**config.mk**
```make
export PLATFORM = sky130hd
export DESIGN_NAME = resident_auth_gate
export DESIGN_NICKNAME = d
export VERILOG_FILES = /design/src/rtl/parking_pkg.sv /design/src/rtl/auth_pin_table.sv /design/src/rtl/resident_auth_gate.sv
export SDC_FILE = /design/constraint.sdc
export NUM_CORES = 1
export LEC_CHECK = 0
export CAP_MARGIN = 25
export CORE_ASPECT_RATIO = 0.75
export CORE_UTILIZATION = 50
export CTS_BUF_LIST = sky130_fd_sc_hd__clkbuf_16
export DETAILED_ROUTE_END_ITERATION = 16
export PLACE_DENSITY = 0.78
export REMOVE_ABC_BUFFERS = 1
export SYNTH_ARGS = -nofsm -noshare
export SYNTH_HDL_FRONTEND = slang
export SYNTH_HIERARCHICAL = 1
export SYNTH_SLANG_ARGS = --single-unit
```
**constraint.sdc**
```tcl
create_clock -name clk -period 12.3 [get_ports clk]
set_input_delay 3.69 -clock clk [delete_from_list [all_inputs] [get_ports clk]]
set_output_delay 3.69 -clock clk [all_outputs]
set_load 0.01 [all_outputs]
```
**src/rtl/parking_pkg.sv**
```systemverilog
// Shared types and constants for the parking entry path (keypad auth + slot allocator).
`ifndef PARKING_SLOTS
`define PARKING_SLOTS 8
`endif

package parking_pkg;

    typedef enum logic [2:0] {
        ST_IDLE    = 3'd0,
        ST_COLLECT = 3'd1,
        ST_CHECK   = 3'd2,
        ST_RESULT  = 3'd3,
        ST_LOCKOUT = 3'd4
    } auth_state_e;

    localparam int unsigned PIN_DIGITS = 4;
    localparam int unsigned PIN_W      = 16;
    localparam int unsigned DIGIT_W    = 4;
    localparam int unsigned BCD_MAX    = 9;

    // Flat-number width; the allocator downstream uses the same expression.
    function automatic int unsigned flat_w(input int unsigned n);
        return n + 1;
    endfunction

endpackage

```
**src/rtl/auth_pin_table.sv**
```systemverilog
// Per-flat PIN register file: one qualified write port, one combinational read port.
module auth_pin_table
    import parking_pkg::*;
#(
    parameter int unsigned N = `PARKING_SLOTS
) (
    input  logic                   clk,
    input  logic                   rst,
    input  logic                   we,
    input  logic [flat_w(N)-1:0]   waddr,
    input  logic [PIN_W-1:0]       wdata,
    input  logic [flat_w(N)-1:0]   raddr,
    output logic [PIN_W-1:0]       rdata_c
);

    localparam int unsigned FW = flat_w(N);
    localparam int unsigned IW = (N > 1) ? $clog2(N) : 1;

    logic [PIN_W-1:0] mem_q [N];
    logic [PIN_W-1:0] mem_d [N];
    logic [IW-1:0]    widx;
    logic [IW-1:0]    ridx;
    logic             waddr_ok;

    // Flats are 1-based; storage is 0-based.
    assign widx     = IW'(waddr - FW'(1));
    assign ridx     = IW'(raddr - FW'(1));
    assign waddr_ok = (waddr != '0) && (waddr <= FW'(N));
    assign rdata_c  = mem_q[ridx];

    always_comb begin
        mem_d = mem_q;
        if (we && waddr_ok) begin
            mem_d[widx] = wdata;
        end
    end

    always_ff @(posedge clk or posedge rst) begin
        if (rst) begin
            for (int i = 0; i < int'(N); i++) begin
                mem_q[i] <= '0;
            end
        end else begin
            mem_q <= mem_d;
        end
    end

endmodule

```
**src/rtl/resident_auth_gate.sv**
```systemverilog
// Keypad PIN authentication ahead of reserved-parking entry: collects 4 BCD digits,
// checks them against the per-flat table, and locks the keypad after repeated failures.
module resident_auth_gate
    import parking_pkg::*;
#(
    parameter int unsigned N              = `PARKING_SLOTS,
    parameter int unsigned MAX_TRIES      = 3,
    parameter int unsigned LOCK_CYCLES    = 1024,
    parameter int unsigned TIMEOUT_CYCLES = 4096
) (
    input  logic                             clk,
    input  logic                             rst,
    input  logic                             req_valid,
    input  logic [flat_w(N)-1:0]             req_flat,
    input  logic                             key_valid,
    input  logic [DIGIT_W-1:0]               key_digit,
    input  logic                             pw_we,
    input  logic [flat_w(N)-1:0]             pw_addr,
    input  logic [PIN_W-1:0]                 pw_data,
    output logic                             ready,
    output logic                             out_valid,
    output logic                             pwd_flag,
    output logic [flat_w(N)-1:0]             flat_number,
    output logic                             locked,
    output logic                             timeout,
    output logic [$clog2(MAX_TRIES+1)-1:0]   fail_cnt
);

    localparam int unsigned FW = flat_w(N);
    localparam int unsigned CW = $clog2(MAX_TRIES + 1);
    localparam int unsigned TW = $clog2(TIMEOUT_CYCLES + 1);
    localparam int unsigned LW = $clog2(LOCK_CYCLES + 1);
    localparam int unsigned DW = $clog2(PIN_DIGITS + 1);

    auth_state_e      state_q, state_d;
    logic [FW-1:0]    flat_q, flat_d;
    logic [PIN_W-1:0] entry_q, entry_d;
    logic [DW-1:0]    dcnt_q, dcnt_d;
    logic             bad_q, bad_d;
    logic [TW-1:0]    timer_q, timer_d;
    logic [LW-1:0]    lock_q, lock_d;
    logic             chk_ph_q, chk_ph_d;
    logic             match_q, match_d;
    logic [CW-1:0]    fail_q, fail_d;
    logic             ready_q, ready_d;
    logic             out_valid_q, out_valid_d;
    logic             pwd_q, pwd_d;
    logic             timeout_q, timeout_d;
    logic             locked_q, locked_d;

    logic [PIN_W-1:0] rd_pin_c;
    logic             tbl_we_c;
    logic             flat_ok_c;

    // Table is only writable while no attempt is in flight.
    assign tbl_we_c  = pw_we && (state_q == ST_IDLE);
    assign flat_ok_c = (req_flat != '0) && (req_flat <= FW'(N));

    auth_pin_table #(.N(N)) u_table (
        .clk     (clk),
        .rst     (rst),
        .we      (tbl_we_c),
        .waddr   (pw_addr),
        .wdata   (pw_data),
        .raddr   (flat_q),
        .rdata_c (rd_pin_c)
    );

    always_comb begin
        state_d   = state_q;
        flat_d    = flat_q;
        entry_d   = entry_q;
        dcnt_d    = dcnt_q;
        bad_d     = bad_q;
        timer_d   = timer_q;
        lock_d    = lock_q;
        chk_ph_d  = chk_ph_q;
        match_d   = match_q;
        fail_d    = fail_q;
        pwd_d     = 1'b0;
        timeout_d = 1'b0;

        case (state_q)
            ST_IDLE: begin
                if (req_valid) begin
                    flat_d = req_flat;
                    if (flat_ok_c) begin
                        entry_d = '0;
                        dcnt_d  = '0;
                        bad_d   = 1'b0;
                        timer_d = '0;
                        state_d = ST_COLLECT;
                    end else begin
                        state_d = ST_RESULT;
                    end
                end
            end
            ST_COLLECT: begin
                if (timer_q == TW'(TIMEOUT_CYCLES)) begin
                    timeout_d = 1'b1;
                    state_d   = ST_RESULT;
                end else if (key_valid) begin
                    entry_d = {entry_q[PIN_W-DIGIT_W-1:0], key_digit};
                    bad_d   = bad_q | (key_digit > DIGIT_W'(BCD_MAX));
                    timer_d = '0;
                    dcnt_d  = dcnt_q + DW'(1);
                    if (dcnt_q == DW'(PIN_DIGITS - 1)) begin
                        chk_ph_d = 1'b0;
                        state_d  = ST_CHECK;
                    end
                end else begin
                    timer_d = timer_q + TW'(1);
                end
            end
            // Two cycles: register the compare, then commit the verdict.
            ST_CHECK: begin
                if (!chk_ph_q) begin
                    match_d  = (entry_q == rd_pin_c) && !bad_q;
                    chk_ph_d = 1'b1;
                end else begin
                    state_d = ST_RESULT;
                    if (match_q) begin
                        fail_d = '0;
                        pwd_d  = 1'b1;
                    end else if (fail_q < CW'(MAX_TRIES)) begin
                        fail_d = fail_q + CW'(1);
                    end
                end
            end
            ST_RESULT: begin
                if (fail_q == CW'(MAX_TRIES)) begin
                    lock_d  = '0;
                    state_d = ST_LOCKOUT;
                end else begin
                    state_d = ST_IDLE;
                end
            end
            ST_LOCKOUT: begin
                if (lock_q == LW'(LOCK_CYCLES - 1)) begin
                    fail_d  = '0;
                    state_d = ST_IDLE;
                end else begin
                    lock_d = lock_q + LW'(1);
                end
            end
            default: state_d = ST_IDLE;
        endcase

        ready_d     = (state_d == ST_IDLE);
        out_valid_d = (state_d == ST_RESULT);
        locked_d    = (state_d == ST_LOCKOUT);
    end

    always_ff @(posedge clk or posedge rst) begin
        if (rst) begin
            state_q     <= ST_IDLE;
            flat_q      <= '0;
            entry_q     <= '0;
            dcnt_q      <= '0;
            bad_q       <= 1'b0;
            timer_q     <= '0;
            lock_q      <= '0;
            chk_ph_q    <= 1'b0;
            match_q     <= 1'b0;
            fail_q      <= '0;
            ready_q     <= 1'b1;
            out_valid_q <= 1'b0;
            pwd_q       <= 1'b0;
            timeout_q   <= 1'b0;
            locked_q    <= 1'b0;
        end else begin
            state_q     <= state_d;
            flat_q      <= flat_d;
            entry_q     <= entry_d;
            dcnt_q      <= dcnt_d;
            bad_q       <= bad_d;
            timer_q     <= timer_d;
            lock_q      <= lock_d;
            chk_ph_q    <= chk_ph_d;
            match_q     <= match_d;
            fail_q      <= fail_d;
            ready_q     <= ready_d;
            out_valid_q <= out_valid_d;
            pwd_q       <= pwd_d;
            timeout_q   <= timeout_d;
            locked_q    <= locked_d;
        end
    end

    assign ready       = ready_q;
    assign out_valid   = out_valid_q;
    assign pwd_flag    = pwd_q;
    assign flat_number = flat_q;
    assign locked      = locked_q;
    assign timeout     = timeout_q;
    assign fail_cnt    = fail_q;

endmodule

```
Word level (Yosys, flattened, before mapping)

Index checks and enable logic that the tools add are counted.

Bits in latches: 0
Bits in registers: 193
Bits of input ports: 43
Output and inout port bits: 16
Memory bits (writable): 0
Logic and storage cells: 135
Memories kept: 0
ROM bits: 0

Div/mod/pow operators: 0
Multipliers: 0
Magnitude comparators: 7
Muxes and demuxes: 52
Bitwise operators: 4
Shifts and indexed selects: 0
Equality and inequality tests: 21
Add/subtract/negate cells: 6
Reductions and logical operators: 22

Operators with widths:

| cell                    | number |
|---|---|
| $bwmux W128             | 1 |
| $mux W16                | 7 |
| $mux W13                | 4 |
| $bmux W16 S3            | 1 |
| $demux W16 S3           | 1 |
| $mux W3                 | 11 |
| $pmux W16 S2            | 1 |
| $pmux W13 S2            | 1 |
| $mux W11                | 2 |
| $pmux W11 S2            | 1 |
| $le A9 B4 Y1 const B    | 2 |
| $ne A2 B2 Y1 const B    | 9 |
| $reduce_bool A9 Y1      | 2 |
| $eq A16 B16 Y1          | 1 |
| $pmux W3 S5             | 1 |
| $add A13 B1 Y13 const B | 1 |
| $eq A13 B13 Y1 const B  | 1 |
| $eq A3 B2 Y1 const B    | 4 |
| $mux W1                 | 12 |
| $reduce_and A4 Y1       | 3 |
| $add A11 B1 Y11 const B | 1 |
| $eq A11 B10 Y1 const B  | 1 |
| $mux W2                 | 5 |
| $ge A4 B4 Y1 const B    | 2 |
| 23 further kinds        | 37 |

Depth between registers and ports, before layout

Word-level depth: 7
Gate-level depth with buffers: 13
Depth with buffers taken out: 8

Cells and area by module

Netlist, hierarchy kept.

Modules (own cells, without submodules):

| module             | sequential area each (um2) | area each (um2) | cells each | times used |
|---|---|---|---|---|
| auth_pin_table     | 3203.1                     | 6135.9          | 406        | 1 |
| resident_auth_gate | 1627.8                     | 3263.1          | 333        | 1 |

Least setup slack after synthesis

OpenSTA, ideal clock, no wires.

Path kind: input to register
From: input req_flat[4]
To: register timer_q[12]
Cell stages on the path: 6
Required time: 12222 ps
Arrival: 5438 ps
Setup slack: 6784 ps
Library setup time: 78 ps
Buffers on the path: 1
Cells stage by stage: or4b_4 -> nor4b_4 -> a21oi_2 -> buf_6 -> or4_1 -> a21oi_1

Cells in the longest elaborated chain, start to end: 4
Elaborated cells on any way between the ends: 5
Those cells by class: order compare (1); eq/ne (1); reduce/logical (3)

RTL lines:

| what                                                      | RTL line                  | text |
|---|---|---|
| start, declared                                           | resident_auth_gate.sv:14  | `input logic [flat_w(N)-1:0] req_flat,` |
| $le A9 B4 Y1 / $reduce_bool A9 Y1 (equally long branches) | resident_auth_gate.sv:57  | `assign flat_ok_c = (req_flat != '0) && (req_flat <= FW'(N));` |
| $logic_and A1 B1 Y1 *                                     | resident_auth_gate.sv:57  |  |
| $ne A2 B2 Y1 (no line) *                                  | n/a                       |  |
| $reduce_and A4 Y1 (no line) *                             | n/a                       |  |
| end signal, assigned                                      | resident_auth_gate.sv:177 | `timer_q <= timer_d;` |
| end, declared                                             | resident_auth_gate.sv:40  | `logic [TW-1:0] timer_q, timer_d;` |

Mark *: on every way between the ends. The rest lies on a longest branch, timed or not.
A chain may end at the register's enable or synchronous reset.

Worst setup path after layout

From: input pw_addr[0]
To: register u_table/mem_q[91] (netlist bit)

Cells in the longest elaborated chain, start to end: 7
Elaborated cells on any way between the ends: 12
Those cells by class: add/sub (1); order compare (3); mux (3); bitwise (1); reduce/logical (4)

RTL lines:

| what                                                                      | RTL line                 | text |
|---|---|---|
| start, declared                                                           | resident_auth_gate.sv:18 | `input logic [flat_w(N)-1:0] pw_addr,` |
| $sub A3 B1 Y3                                                             | auth_pin_table.sv:26     | `assign widx = IW'(waddr - FW'(1));` |
| $not A3 Y4 (implied by the code)                                          | auth_pin_table.sv:34     | `mem_d[widx] = wdata;` |
| $ge A4 B4 Y1 (implied by the code) / $lt A4 B1 Y1 (equally long branches) | auth_pin_table.sv:34     |  |
| $logic_and A1 B1 Y1 (implied by the code)                                 | auth_pin_table.sv:34     |  |
| $mux W16 (implied by the code)                                            | auth_pin_table.sv:34     |  |
| $demux W16 S3                                                             | auth_pin_table.sv:34     |  |
| $bwmux W128                                                               | auth_pin_table.sv:34     |  |
| end signal, assigned                                                      | auth_pin_table.sv:44     | `mem_q <= mem_d;` |
| end, declared                                                             | auth_pin_table.sv:19     | `logic [PIN_W-1:0] mem_q [N];` |

Parallel ways exist; a longest one is shown, timed or not.

==> summary.md <==
The flow ran to the end, but the final reports show violations. The checks that failed: design-rule violations. For this design, the slowest cell found on the critical path is clkdlybuf4s50_1.

Yosys mapped a number of flops with a built-in enable equal to 0. The worst path in the final design needs a cycle of 6330 ps, including I/O delays and setup. The post-CTS setup buffer count is 0. TritonCTS built the clock tree. The hold violation total from the final report was 0; the number of unique standard cell types used by synthesis was 57.

At the end of routability-driven placement, the weighted congestion stood at 0.821. The signal on the critical path passes through clkdlybuf4s50_1 > inv_1 > ha_1 > and3b_1 > a21oi_2 > buf_8 > nand2b_1 > buf_4 > mux2_2. The routed design has 19900 um of wire. The clock passes through at most 2 buffers. The commonest non-fill, non-tap cell in the layout was dfrtp_1.

The count of synthesis-stage warnings from yosys is 6, and the number of hold buffers added after cts is 0. The setup-violating endpoint count in the final report is 0. Together, buffers and inverters on the worst path number 4.

The most common flop cell mapped by yosys was dfrtp_1. The first TritonRoute pass finished after 11 iterations. At the pin with the least slew margin, the transition time is 810 ps.

The path type of the worst min-delay path was reg -> reg. After routing, the total negative slack on setup checks comes to 0 ps. After the last flow step, the layout net total stands at 843.

In this run the standard cell core region covers 18500 sq um. Cells fill 58.4% of the core in the end. Flop and latch count out of synthesis: 193. The worst-case reg-to-reg path depth is 10. Once detailed placement completed, the half-perimeter wirelength came to 13000 um. In the layout the commonest cells are dfrtp_1, mux2_2, o21ai_0, nand2_1, clkdlybuf4s50_1. Counting every sink on the clock net gives 193. After global routing the overflow that remains totals 0. The run gives 66 as the largest net degree at the start of global routing. The total of buffers placed on input and output ports came out at 58. Dividing the detail-routed wire length by the instance count gives 18.9 um.

59 I/O pins were placed. The die outline area came out at 19400 sq um. The worst pin sits at a relative slew slack of 46.0%. Across the run, the number of max-cap violations was 0.

The clock tree skew after final layout is 11.6 ps, and the initial core utilization is 50.9%. Of all flip-flops after synthesis, the portion carrying an async set or reset was 100%. The overall die width was 160 um.

Of the synthesized area, sequential elements account for 51.4%. The number of stages on the worst setup path is 9. In the final layout, the share of cells above drive strength 1 is 28.5%.

The residual DRC count is 1, and the critical path's largest stage delay is 560 ps. Global routing used 21.9% of the available tracks. Row generation in the floorplan step produced 43 rows. The count of nets left with antenna violations once routing finished came out at 0. The root buffer cell chosen for the clock tree is clkbuf_16.

The cell family contributing the most delay on the critical path is buffers and inverters. The maximum fanout encountered on the critical timing path works out to 21. The number of antenna violations at the first check in global routing is 0. The kind of critical path is in -> reg. The data arrival time of the critical path is 6650 ps. In the synthesized netlist, the number of instances is 739. In the routed layout, each cell is associated on average with a via count of 5.85. The detailed router finished its first iteration with 505 violations. Total clock buffers created by CTS: 17. For the global-route wire length before repair, the log shows 32600 um. Setup repair after global routing left no endpoint under its margin.

The final route contains 6151 vias. At the worst endpoint, the required time is 12620 ps. The worst hold path passes through 2 cells. The synthesis-to-layout area growth was 14.7%. The average cell area after synthesis came out at 12.7 sq um. For this design the static power due to leakage is 4.95 nW. Number of filler cells placed in the layout: 1426.

The period utilization works out to 51.5%. The die is 121 um tall. Clock-pin slew was measured on the worst setup and hold paths at 70 ps. Across the VDD grid, the largest voltage drop is 143 uV. The power density over cell area came out at 169 nW/um^2.

0 antenna diodes ended up in the layout. The run gives 9400 sq um as the cell area after synthesis. The tools report the maximum operating frequency as 158 MHz. Gates resized during post-CTS repair numbered 0.

The worst setup path is launched from an input pin. The via count of the first global-routing pass is 5954, and the number of H-tree levels is 4. The tools report the category of the worst setup path capture point as a flip-flop. For the final count of pins violating max slew, the log shows 0. The insertion delay of the later-clocked pin in the worst-skew pair was 440 ps.
-- state kept, by name, summed over array words and instances (netlist names) --
register,cells
timer_q,13
timeout,1
chk_ph_q,1
state_q,3
flat_number,9
entry_q,16
ready,1
bad_q,1
pwd_flag,1
dcnt_q,3
lock_q,11
locked,1
out_valid,1
fail_cnt,2
u_table/mem_q,128
match_q,1
-- layer usage --
layer / track usage (%) / up-vias / routed length (um)
met2: 30.6 / 208 / 8830
met4: 6.79 / 0 / 263
li1: - / 2804 / -
met5: 0 / - / 0
met3: 4.08 / 19 / 1030
met1: 34.2 / 3120 / 9760
-- synthesized netlist by cell type (3+ instances only) --
cell type / n / area (sq um)
and2_1: 4 / 25.0
o31ai_1: 4 / 30.0
buf_2: 11 / 55.1
buf_6: 5 / 56.3
nor2_1: 20 / 75.1
dfrtp_1: 192 / 4800
xnor2_1: 11 / 96.3
or4_1: 3 / 22.5
mux4_2: 32 / 721
o21ai_0: 81 / 405
nand3_1: 20 / 100
nand2b_1: 8 / 50.1
and3_1: 4 / 25.0
nand4_1: 8 / 50.1
mux2_4: 28 / 420
a21oi_1: 11 / 55.1
nor3b_1: 6 / 45.0
ha_1: 9 / 113
or3_1: 9 / 56.3
nand2_1: 67 / 251
nor3_1: 12 / 60.1
nor4_1: 8 / 50.1
clkbuf_1: 19 / 71.3
mux2_2: 100 / 1130
buf_12: 4 / 80.1
xor2_1: 15 / 131
inv_1: 11 / 41.3
-- final timing paths --
check / endpoint / from / slack, ps
hold / removal: dcnt_q[1] / dcnt_q[1] / 490
setup reg to reg: match_q / flat_number[0] / 8530
setup / recovery: u_table/mem_q[91] / pw_addr[0] / 5970
hold reg to reg: dcnt_q[1] / dcnt_q[1] / 490
max in group asynchronous: u_table/mem_q[26] / rst / 7140
min in group asynchronous: pwd_flag / rst / 3780
-- worst min-delay path: stages (launching register included) --
cell	delay, ps
dfrtp_1	350
nand2_1	60
nand2_1	50
-- final cells by class --
cell class	instances	area (sq um)	area share, %
Clock buffer	17	425	3.94
Clock inverter	15	153	1.42
Inverter	11	43.8	0.406
Multi-Input combinational cell	492	4270	39.6
Sequential cell	193	4830	44.8
Tap cell	247	309	2.87
Timing Repair Buffer	76	749	6.95
-- cells by family after synthesis --
| family | share of synthesized area, % |
|---|---|
| muxes | 24.2 |
| DFF | 51.4 |
| and+or+nand+nor | 11.0 |
| AOI/OAI and AO/OA | 6.34 |
| xor gates and xnor gates | 2.42 |
| adders and majority gates | 1.20 |
| buffers and inverters | 3.45 |
-- metrics by stage --
stage / total power [mW] / cells / setup slack, ps / cell area, sq um / hold WS [ps]
global placement: 1.28 / 1013 / 5370 / 10100 / 456
finish: 1.82 / 1051 / 5970 / 10800 / 486
detailed placement: 1.29 / 1016 / 5250 / 10200 / 470
global route: 1.91 / 1051 / 5790 / 10800 / 507
floorplan: 1.09 / 696 / 5200 / 9120 / 443
CTS: 1.83 / 1048 / 5710 / 10800 / 485
-- where the power goes --
part	total [mW]	switching, mW	leakage, nW	internal (mW)
logic	0.529	0.293	2.04	0.236
clock network	0.543	0.257	0.271	0.285
registers	0.753	0.0548	2.64	0.698
total	1.82	0.605	4.95	1.22
(Power assumes the default switching activity.)
